File: config.mk
export PLATFORM = sky130hd
export DESIGN_NAME = add_pipe
export DESIGN_NICKNAME = d
export VERILOG_FILES = /design/src/rtl/add_pipe.sv
export SDC_FILE = /design/constraint.sdc
export NUM_CORES = 1
export LEC_CHECK = 0
export BUFFER_PORTS_ARGS = -buffer_cell sky130_fd_sc_hd__buf_2
export CAP_MARGIN = 20
export CORE_MARGIN = 2
export CORE_UTILIZATION = 49
export DETAILED_ROUTE_END_ITERATION = 8
export PLACE_DENSITY = 0.76
export SLEW_MARGIN = 0
export SYNTH_ARGS = -nofsm -noshare
export SYNTH_HDL_FRONTEND = slang
export SYNTH_SLANG_ARGS = --single-unit
File: constraint.sdc
create_clock -name clk -period 1.2 [get_ports clk]
set_input_delay 0.06 -clock clk [delete_from_list [all_inputs] [get_ports clk]]
set_output_delay 0.06 -clock clk [all_outputs]
set_load 0.02 [all_outputs]
File: src/rtl/add_pipe.sv
// add_pipe: pipelined add/subtract of two WIDTH-bit unsigned operands through
// LAT register stages, with valid/ready handshakes on both sides.
// The arithmetic is done in stage 0. Later stages only move the result forward.
// Optional feature macro: ADD_PIPE_SAT_EN. When it is defined, results saturate
// and sat flags the clamp. When it is undefined, results wrap and sat stays 0.
module add_pipe #(
    parameter int WIDTH = 4,
    parameter int LAT   = 2
) (
    input  logic             clk,
    input  logic             rst_n,
    input  logic             in_valid,
    output logic             in_ready,
    input  logic [WIDTH-1:0] a,
    input  logic [WIDTH-1:0] b,
    input  logic             sub,
    output logic             out_valid,
    input  logic             out_ready,
    output logic [WIDTH:0]   y,
    output logic             sat
);

    // Each stage holds {sat, y}. Bit WIDTH+1 is the saturation flag.
    logic [WIDTH+1:0] stage_r [LAT];
    logic [LAT-1:0]   valid_r;
    logic [LAT-1:0]   ready_s;

    // Produce the packed {sat, y} word for one operand set.
    function automatic logic [WIDTH+1:0] compute(
        input logic [WIDTH-1:0] a_v,
        input logic [WIDTH-1:0] b_v,
        input logic             sub_v
    );
        logic [WIDTH:0]   raw_v;
        logic [WIDTH+1:0] res_v;
        if (sub_v) begin
            raw_v = {1'b0, a_v} - {1'b0, b_v};
        end else begin
            raw_v = {1'b0, a_v} + {1'b0, b_v};
        end
`ifdef ADD_PIPE_SAT_EN
        // The top bit is the carry for an add and the borrow for a subtract.
        if (raw_v[WIDTH]) begin
            if (sub_v) begin
                res_v = {1'b1, {(WIDTH+1){1'b0}}};
            end else begin
                res_v = {1'b1, 1'b0, {WIDTH{1'b1}}};
            end
        end else begin
            res_v = {1'b0, raw_v};
        end
`else
        res_v = {1'b0, raw_v};
`endif
        return res_v;
    endfunction

    // Stall chain: a stage can load when it is empty or its content moves on.
    // An empty stage downstream therefore never blocks the stages above it.
    always_comb begin
        ready_s = '0;
        ready_s[LAT-1] = !valid_r[LAT-1] | out_ready;
        for (int k = LAT - 2; k >= 0; k--) begin
            ready_s[k] = !valid_r[k] | ready_s[k+1];
        end
    end

    // Pipeline registers. Data loads only with a valid token, so X on idle
    // inputs never enters the stages.
    always_ff @(posedge clk or negedge rst_n) begin
        if (!rst_n) begin
            valid_r <= '0;
            for (int k = 0; k < LAT; k++) begin
                stage_r[k] <= '0;
            end
        end else begin
            if (ready_s[0]) begin
                valid_r[0] <= in_valid;
                if (in_valid) begin
                    stage_r[0] <= compute(a, b, sub);
                end
            end
            for (int k = 1; k < LAT; k++) begin
                if (ready_s[k]) begin
                    valid_r[k] <= valid_r[k-1];
                    if (valid_r[k-1]) begin
                        stage_r[k] <= stage_r[k-1];
                    end
                end
            end
        end
    end

    assign in_ready  = ready_s[0];
    assign out_valid = valid_r[LAT-1];
    assign y         = stage_r[LAT-1][WIDTH:0];
    assign sat       = stage_r[LAT-1][WIDTH+1];

endmodule

==> Word level (Yosys, flattened, before mapping) <==
Index checks and enable logic that the tools add are counted.
{ "classes": {"add_sub_neg": 2, "mux": 1, "n_bitwise": 2, "n_reduce_logical": 4} }
{ "op_table": {"columns": ["operator", "count"], "rows": [
  ["$add 4x4->5", 1],
  ["$mux 5", 1],
  ["$sub 4x4->5", 1],
  ["$reduce_and 2->1", 2],
  ["$logic_not 1->1", 2],
  ["$or 1x1->1", 2]
]} }
{ "totals": {"ff_bits": 12, "inputBits": 13, "wordCells": 13} }

==> Depth between registers and ports, before layout <==
Gate-level depths: netlist of run 1.
{ "depth": {"depth_word": 4, "ltp_mapped": 9, "ltp_nobuf": 9} }

==> Worst setup path after synthesis of run 1 <==
Ideal clock, no wire load.
{ "synth_timing": {"kind": "input to register", "start": "input port b[0]", "end": "register stage_r[10] (netlist name)", "arrival_ns": 1.359, "required_time_ns": 1.081, "setup_slack_ns": -0.278, "stages": 8, "path_buffers": 0, "path_cell_list": "inv_1 > ha_1 > mux2i_1 > fa_1 > a21o_1 > a21oi_2 > xnor2_1 > o21ai_2"} }
{ "synth_via": {"elab_chain_cells": 2, "word_cells_on_any_way": 3, "cone_classes": "add/sub: 2; mux: 1"} }
{ "synth_lines": {"columns": ["element", "line", "source"], "rows": [
  ["start: declaration", "15", "input logic [WIDTH-1:0] b,"],
  ["$add 4x4->5 / $sub 4x4->5 (equally long branches)", "39, 37", null],
  ["$mux 5 (*)", "36", "if (sub_v) begin"],
  ["end signal: indexed assignment", "87", "stage_r[k] <= stage_r[k-1];"],
  ["end: declaration", "24", "logic [WIDTH+1:0] stage_r [LAT];"]
]} }
Mark *: on every way between the ends. The rest lies on a longest branch, timed or not.
A chain may end at the register's enable or synchronous reset.

==> Worst setup path after layout of run 1 <==
{ "layout_timing": {"start": "input port b[1]", "end": "register stage_r[10] (netlist name)"} }
Same word-level chain as after synthesis.

==> results.py, run 1 <==
metrics = {
    "sta": {
        "finalCriticalPeriod_ps": 1200,
        "fin_ws_ps": -3.64,
        "period_share": 1.00,
        "rsz0062_at_grt": "yes",
        "hold_violations": 0,
        "finalSetupViolCount": 1,
        "slew_violations": 0,
        "fmax_mhz": 831,
        "finClkSkew_ps": 3.81,
    },
    "yosys": {
        "synth_flop_cell": "dfrtp_1",
        "synth_cells": 66,
        "avgSynthCellArea_um2": 11.0,
        "synth_top_family_by_area": "simple AND/OR/NAND/NOR gates",
        "synth-edff-count": 0,
        "synthMuxAreaShare": 0.107,
        "synth_top_area_cell": "dfrtp_1",
        "synth-seq-area-share": 0.412,
        "synth_most_common_cell": "dfrtp_1",
        "synth_top_area_frac": 0.412,
        "synth-compound-area-share": 0.0876,
        "synth-seq-cells": 12,
        "synth-adder-area-share": 0.113,
        "async_flop_share": 1.00,
        "synth-simple-area-share": 0.139,
        "synth_xor_area_frac": 0.0481,
        "synth_area_um2": 728,
        "synth_commonest_cells": "dfrtp_1, buf_4, mux2_1",
        "synth_fp_nets": 85,
        "ys_warn_count": 0,
        "netlist_top_cells_area": "dfrtp_1, mux2_1, ha_1",
        "yosys.cell_types.count": 24,
    },
    "floorplan": {
        "die_w_um": 42.6,
        "start_util": 0.539,
        "core_area_um2": 1350,
        "rows": 13,
        "die_h_um": 42.6,
        "die_area_um2": 1810,
        "pin_count": 21,
    },
    "routing": {
        "antenna_left": 0,
        "post_drt_wl_per_cell_um": 11.6,
        "vias_per_cell": 5.02,
        "routed.top_layer": "met4",
        "firstDrtPassIters": 4,
        "met2WireLength_um": 700,
        "wl_met3_um": 40,
        "totalWireLength_mm": 1.25,
        "drt-initial-drc-count": 2,
        "drc": 0,
        "met1_length_um": 470,
        "vias": 537,
    },
    "cts": {
        "clkLatencyLatePin_ps": 270,
        "clkSlewWorstSetupHoldPaths_ps": 80,
        "tritoncts": "done",
        "htreeDepth": 1,
        "cts_num_sinks": 12,
        "cts_max_path_buffers": 2,
        "numCtsBuffers": 3,
        "root_buffer": "clkbuf_4",
    },
    "cells_and_area": {
        "postLayoutCellArea_um2": 983,
        "drive_above_1_share": 0.500,
        "insertedDiodeCount": 0,
        "layout.cells.non_filler": 107,
        "syn_to_final_growth_pct": 35.1,
        "nNetsFinal": 112,
    },
    "power": {
        "combinationalPowerShare": 0.360,
        "clock_power_share": 0.229,
        "intPower_mw": 0.936,
        "p_switching_mw": 0.435,
        "pwr-share-seq": 0.411,
        "p_leak_nw": 0.480,
        "power_density_nw_per_um2": 1390,
        "peakVddDrop_uv": 574,
        "power_mw": 1.37,
        "switching_share": 0.317,
    },
    "setup_path": {
        "required_ps": 1360,
        "reg2regPathDepth": 3,
        "critPathMaxFanout": 2,
        "cp-start-kind": "primary input",
        "arrival_ps": 1360,
        "crit_type": "in -> reg",
        "endpoint_kind": "register",
    },
    "global_routing": {
        "grt_usage": 0.162,
        "grt_max_degree": 13,
        "antenna_found_initial": 0,
        "first_global_vias": 545,
        "grt_pass1_wl_mm": 2.18,
        "grt.overflow.total": 0,
    },
    "placement": {
        "place_area_um2": 898,
        "dp_hpwl_mm": 1.08,
        "portBuffers": 19,
        "dp_slack_ps": -427,
        "placed_cells": 101,
        "place_congestion": 0.684,
    },
    "worst_hold_path": {
        "hold_depth": 2,
        "hold_path_class": "in -> reg",
    },
    "run": {
        "drv_cap": 0,
    },
    "run_status": {
        "status": "finished, violations left",
        "violations": "negative setup slack",
    },
}
-- layout by cell type (no fill, tap or decap), types with 2 or more instances in the layout --
cell type  count
o21ai_1        3
a21oi_2        2
ha_1           4
nor2_1         2
nand2_1        4
buf_2         17
inv_1          3
nand2b_1       3
mux2_1         5
buf_4          8
clkbuf_4       3
xnor2_1        4
dfrtp_1       12
-- sequential cells by signal, indices dropped and copies added, names as in the netlist --
register and cells:
stage_r 5, valid_r 2, y 5
-- power by group through the flow --
stage | logic (mW) | registers [mW] | clock network, mW
after floorplan | 0.404 | 0.562 | 0
after global placement | 0.466 | 0.566 | 0
after detailed placement | 0.480 | 0.575 | 0
after CTS | 0.500 | 0.566 | 0.328
after global routing | 0.535 | 0.578 | 0.345
final | 0.493 | 0.563 | 0.314
-- area by class of cell --
| type | count | area [um2] |
|---|---|---|
| flip-flops and latches | 12 | 300 |
| inverters | 5 | 33.8 |
| well taps | 15 | 18.8 |
| clock buffers | 4 | 36.3 |
| repair buffers | 28 | 186 |
| multi-input cells | 43 | 408 |
| fillers | 106 | 367 |
-- stage by stage --
step                      hold WS, ps  utilization  setup TNS (ps)
after floorplan                  -236            -            -392
after global placement          -57.1        0.665           -1270
after detailed placement        -53.6        0.665           -1450
after CTS                        20.6        0.728         -0.0459
after global routing             28.4        0.728            -144
final                            26.5        0.728           -3.64
-- cells by family after synthesis --
logic type,after synthesis
other cells,1
flops,12
compound gates,9
buf+inv,11
mux,7
xor+xnor,4
simple gates,16
fa+ha+maj,6
-- worst max-delay path, stage by stage --
cell,delay [ps]
buf_12,90
inv_12,30
ha_4,260
mux2i_4,70
fa_2,350
a21o_1,170
a21oi_2,130
xnor2_1,140
o21ai_2,70
-- final timing paths --
check                                       start                      end  slack [ps]
hold reg to reg            stage_r[8]$_DFFE_PN0P_   stage_r[8]$_DFFE_PN0P_         480
setup / recovery                             b[1]  stage_r[10]$_DFFE_PN0P_          -4
hold / removal                           in_valid   valid_r[0]$_DFFE_PN0N_          30
setup reg to reg           valid_r[1]$_DFFE_PN0P_         y[2]$_DFFE_PN0P_          50
max in group asynchronous                   rst_n         y[2]$_DFFE_PN0P_         800
min in group asynchronous                   rst_n   valid_r[1]$_DFFE_PN0P_         190
-- per-layer routing --
| layer | up-vias | track usage |
|---|---|---|
| met4 | 0 | 0.125 |
| met3 | 4 | 0.0216 |
| met1 | 250 | 0.168 |
| met2 | 16 | 0.289 |
| li1 | 267 | - |
| met5 | - | 0 |
-- repair_timing --
action / in CTS / in global routing
pin swaps: 12 / 1
hold buffers: 1 / 0
hold endpoints to repair: 12 / 0
endpoints found under the setup margin: 3 / 2
buffers inserted: 1 / 0
gates resized for setup: 8 / 0
Note: power is estimated with default switching activity, not from simulation.
==> run 2: changes to the inputs <==
CORE_UTILIZATION = 35   (was 49)
PLACE_DENSITY = default   (was 0.76)
==> results.py, run 2 (synthesis results as in run 1) <==
metrics = {
    "cells_and_area": {
        "nNetsFinal": 112,
        "insertedDiodeCount": 0,
        "drive_above_1_share": 0.505,
        "post-route-util": 0.506,
        "layout.cells.non_filler": 118,
        "final_cell_mix": "buf_2, dfrtp_1, buf_4",
        "n_fill_cell": 205,
        "syn_to_final_growth_pct": 36.3,
        "layout_commonest_cell": "buf_2",
    },
    "sta": {
        "finClkSkew_ps": 1.09,
        "finalSetupViolCount": 2,
        "finalCriticalPeriod_ps": 1220,
        "hold_violations": 0,
        "slew_violations": 0,
        "fmax_mhz": 821,
        "hold_ws_ps": 37.9,
        "rsz0062_at_grt": "yes",
        "period_share": 1.01,
        "fin_ws_ps": -17.6,
    },
    "power": {
        "p_switching_mw": 0.413,
        "switching_share": 0.321,
        "intPower_mw": 0.874,
        "p_leak_nw": 0.478,
        "combinationalPowerShare": 0.387,
        "peakVddDrop_uv": 538,
        "power_density_nw_per_um2": 1300,
        "clock_power_share": 0.178,
        "pwr-share-seq": 0.436,
    },
    "run_status": {
        "status": "finished, violations left",
        "violations": "negative setup slack",
    },
    "floorplan": {
        "die_w_um": 49.6,
        "core_area_um2": 1960,
        "pin_count": 21,
        "die_h_um": 49.6,
        "die_area_um2": 2460,
        "start_util": 0.371,
        "rows": 16,
    },
    "worst_hold_path": {
        "hold_depth": 2,
        "hold_path_class": "in -> reg",
        "min_to": "valid_r[0]$_DFFE_PN0N_",
        "min_from": "in_valid",
    },
    "global_routing": {
        "grt_usage": 0.106,
        "grt_max_degree": 13,
        "grt_pass1_wl_mm": 2.04,
        "grt.overflow.total": 0,
        "first_global_vias": 499,
        "antenna_found_initial": 0,
    },
    "routing": {
        "vias": 517,
        "antenna_left": 0,
        "drc": 0,
        "firstDrtPassIters": 1,
        "post_drt_wl_per_cell_um": 9.55,
        "vias_per_cell": 4.38,
        "drt-initial-drc-count": 0,
        "totalWireLength_mm": 1.13,
    },
    "cts": {
        "clkSlewWorstSetupHoldPaths_ps": 70,
        "cts_num_sinks": 12,
        "numCtsBuffers": 3,
        "clkLatencyLatePin_ps": 260,
        "cts_max_path_buffers": 2,
        "tritoncts": "done",
        "htreeDepth": 1,
        "root_buffer": "clkbuf_4",
    },
    "setup_path": {
        "reg2reg_from": "valid_r[1]$_DFFE_PN0P_",
        "r2r-end": "y[1]$_DFFE_PN0P_",
        "reg2reg_slack_ps": 100,
        "crit_type": "in -> reg",
        "required_ps": 1350,
        "cp-start-kind": "primary input",
        "critPathMaxFanout": 2,
        "reg2regPathDepth": 3,
        "endpoint_kind": "register",
        "arrival_ps": 1360,
    },
    "run": {
        "drv_cap": 0,
    },
    "placement": {
        "place_congestion": 0.646,
        "placed_cells": 113,
        "portBuffers": 19,
        "dp_hpwl_um": 978,
    },
}
[run 2: cell types whose count changed in the layout (fill, tap and decap cells not counted)]
cell | before | now
xnor2_2 | 0 | 1
xnor2_1 | 4 | 3
clkbuf_8 | 1 | 0
[run 2: stage by stage]
stage | worst slack (ps) | TNS, ps | cell area, um2 | power, mW
5_1_grt | -99.3 | -164 | 992 | 1.38
6_report | -17.6 | -31.9 | 992 | 1.29
3_3_place_gp | -391 | -1310 | 913 | 1.04
4_1_cts | -17.6 | -26.5 | 970 | 1.29
3_5_place_dp | -423 | -1450 | 913 | 1.05
2_1_floorplan | -178 | -392 | 777 | 0.966
[run 2: layer usage]
metal  GRT usage  vias to the layer above  share of wire  wire [um]
li1            -                      266              -          -
met1       0.123                      238           0.44        498
met2       0.191                       13           0.53        595
met3     0.00909                        0          0.028         32
met4      0.0556                        0              0          0
met5           0                        -              0          0
[run 2: power by group through the flow]
stage	Combinational, mW	Sequential (mW)	Clock (mW)
6_report	0.498	0.561	0.229
5_1_grt	0.546	0.577	0.259
4_1_cts	0.488	0.565	0.240
3_5_place_dp	0.476	0.574	0
3_3_place_gp	0.470	0.567	0
2_1_floorplan	0.404	0.562	0
[run 2: timing repair]
action	in CTS	in global routing
hold buffers	1	0
cloned	0	0
hold endpoints to repair	12	0
pin swaps	7	6
gates resized for setup	6	3
buffers inserted	0	1
setup endpoints to repair	3	2
[run 2: how the worst max path moves through the flow]
stage	end	startpoint	cells after the start
6_report	stage_r[9]$_DFFE_PN0P_	b[0]	9
5_1_grt	stage_r[9]$_DFFE_PN0P_	b[0]	9
4_1_cts	stage_r[9]$_DFFE_PN0P_	b[1]	9
3_5_place_dp	stage_r[9]$_DFFE_PN0P_	b[1]	9
3_3_place_gp	stage_r[10]$_DFFE_PN0P_	b[1]	10
2_1_floorplan	stage_r[10]$_DFFE_PN0P_	b[0]	8
[run 2: cell type report]
class	instances	area [um2]	area share
Tap cell	27	33.8	0.0340
Timing Repair Buffer	28	186	0.188
Sequential cell	12	300	0.303
Clock buffer	3	22.5	0.0227
Inverter	5	33.8	0.0340
Multi-Input combinational cell	43	415	0.419
[run 2: worst max-delay path, cell delays in order]
cell and delay [ps]:
buf_6 100, inv_4 40, ha_4 200, mux2i_4 170, ha_1 250, nor2b_1 120, o21ai_1 150, nor3b_2 180
o31ai_1 80
==> run 3: changes to the inputs <==
clock period = 1.4 ns   (was 1.2 ns; I/O delays follow)
==> results.py, run 3 (synthesis results as in run 1) <==
metrics = {
    "global_routing": {
        "grt_pass1_wl_mm": 1.97,
        "grt_usage": 0.103,
        "first_global_vias": 509,
        "grt.overflow.total": 0,
        "grt_max_degree": 13,
        "antenna_found_initial": 0,
    },
    "routing": {
        "firstDrtPassIters": 2,
        "post_drt_wl_per_cell_um": 9.26,
        "drc": 0,
        "drt-initial-drc-count": 4,
        "antenna_left": 0,
        "totalWireLength_mm": 1.08,
        "vias_per_cell": 4.39,
        "vias": 514,
    },
    "floorplan": {
        "die_h_um": 49.6,
        "pin_count": 21,
        "die_area_um2": 2460,
        "core_area_um2": 1960,
        "rows": 16,
        "die_w_um": 49.6,
        "start_util": 0.371,
    },
    "cts": {
        "htreeDepth": 1,
        "cts_max_path_buffers": 2,
        "numCtsBuffers": 3,
        "tritoncts": "done",
        "root_buffer": "clkbuf_4",
        "cts_num_sinks": 12,
        "clkLatencyLatePin_ps": 260,
        "clkSlewWorstSetupHoldPaths_ps": 70,
        "postCtsSetupBuffers": 0,
    },
    "setup_path": {
        "required_ps": 1550,
        "crit_type": "in -> reg",
        "endpoint_kind": "register",
        "r2r-end": "stage_r[7]$_DFFE_PN0P_",
        "reg2reg_from": "valid_r[0]$_DFFE_PN0N_",
        "arrival_ps": 1450,
        "cp-start-kind": "primary input",
        "reg2reg_slack_ps": 300,
        "reg2regPathDepth": 3,
        "critPathMaxFanout": 3,
    },
    "cells_and_area": {
        "postLayoutCellArea_um2": 930,
        "n_fill_cell": 206,
        "post-route-util": 0.474,
        "layout_commonest_cell": "buf_2",
        "insertedDiodeCount": 0,
        "drive_above_1_share": 0.444,
        "syn_to_final_growth_pct": 27.7,
        "layout.cells.non_filler": 117,
        "nNetsFinal": 111,
        "final_cell_mix": "buf_2, dfrtp_1, buf_4",
    },
    "sta": {
        "fin_ws_ps": 105,
        "rsz0062_at_grt": "no",
        "finalCriticalPeriod_ps": 1290,
        "period_share": 0.925,
        "hold_violations": 0,
        "hold_ws_ps": 48.2,
        "finalSetupViolCount": 0,
        "finClkSkew_ps": 0.796,
        "timing.setup.tns_ps": 0,
        "slew_violations": 0,
        "fmax_mhz": 772,
    },
    "placement": {
        "portBuffers": 19,
        "dp_slack_ps": -187,
        "place_area_um2": 897,
        "placed_cells": 113,
        "place_congestion": 0.645,
        "dp_hpwl_um": 946,
    },
    "power": {
        "power_mw": 1.07,
        "p_leak_nw": 0.452,
        "power_density_nw_per_um2": 1150,
        "peakVddDrop_uv": 423,
    },
    "worst_hold_path": {
        "hold_depth": 2,
        "min_from": "in_valid",
        "min_to": "valid_r[0]$_DFFE_PN0N_",
        "hold_path_class": "in -> reg",
    },
    "run_status": {
        "status": "finished, final reports clean",
    },
    "run": {
        "drv_cap": 0,
    },
}
==> run 3: layout make-up <==
cell class,count,area [um2],share of cell area
multi-input cells,43,397,0.427
flip-flops and latches,12,300,0.323
repair buffers,27,158,0.170
well taps,27,33.8,0.0363
clock buffers,3,22.5,0.0242
inverters,5,18.8,0.0202
==> run 3: power breakdown <==
group          switching (mW)  total [mW]  internal (mW)
Clock                  0.0961       0.195         0.0991
Combinational           0.206       0.392          0.185
Sequential             0.0420       0.480          0.437
==> run 3: how the worst max path moves through the flow <==
stage	slack [ps]	start	depth (start not counted)	end
6_report	110	b[0]	10	stage_r[10]$_DFFE_PN0P_
5_1_grt	10	b[0]	9	stage_r[9]$_DFFE_PN0P_
4_1_cts	80	b[0]	10	stage_r[10]$_DFFE_PN0P_
3_5_place_dp	-190	b[0]	10	stage_r[10]$_DFFE_PN0P_
3_3_place_gp	-150	b[0]	9	stage_r[10]$_DFFE_PN0P_
2_1_floorplan	-10	b[0]	8	stage_r[10]$_DFFE_PN0P_
==> run 3: worst max-delay path: stages <==
cell	delay, ps
buf_2	90
inv_1	50
ha_4	150
nor2_1	120
xnor2_1	140
ha_1	280
a21o_1	200
a21oi_2	140
xnor2_1	140
o21ai_2	60
==> run 3: repair_timing <==
action,CTS,global route
hold buffers,1,0
gates resized for setup,0,0
hold endpoints to repair,12,0
setup endpoints to repair,0,0
==> run 3: per-layer routing <==
layer,GRT usage,share of wire,vias to the layer above
met4,0.0694,0.014,0
met5,0,0,-
li1,-,-,263
met3,0.0152,0.048,2
met2,0.178,0.47,17
met1,0.117,0.46,232
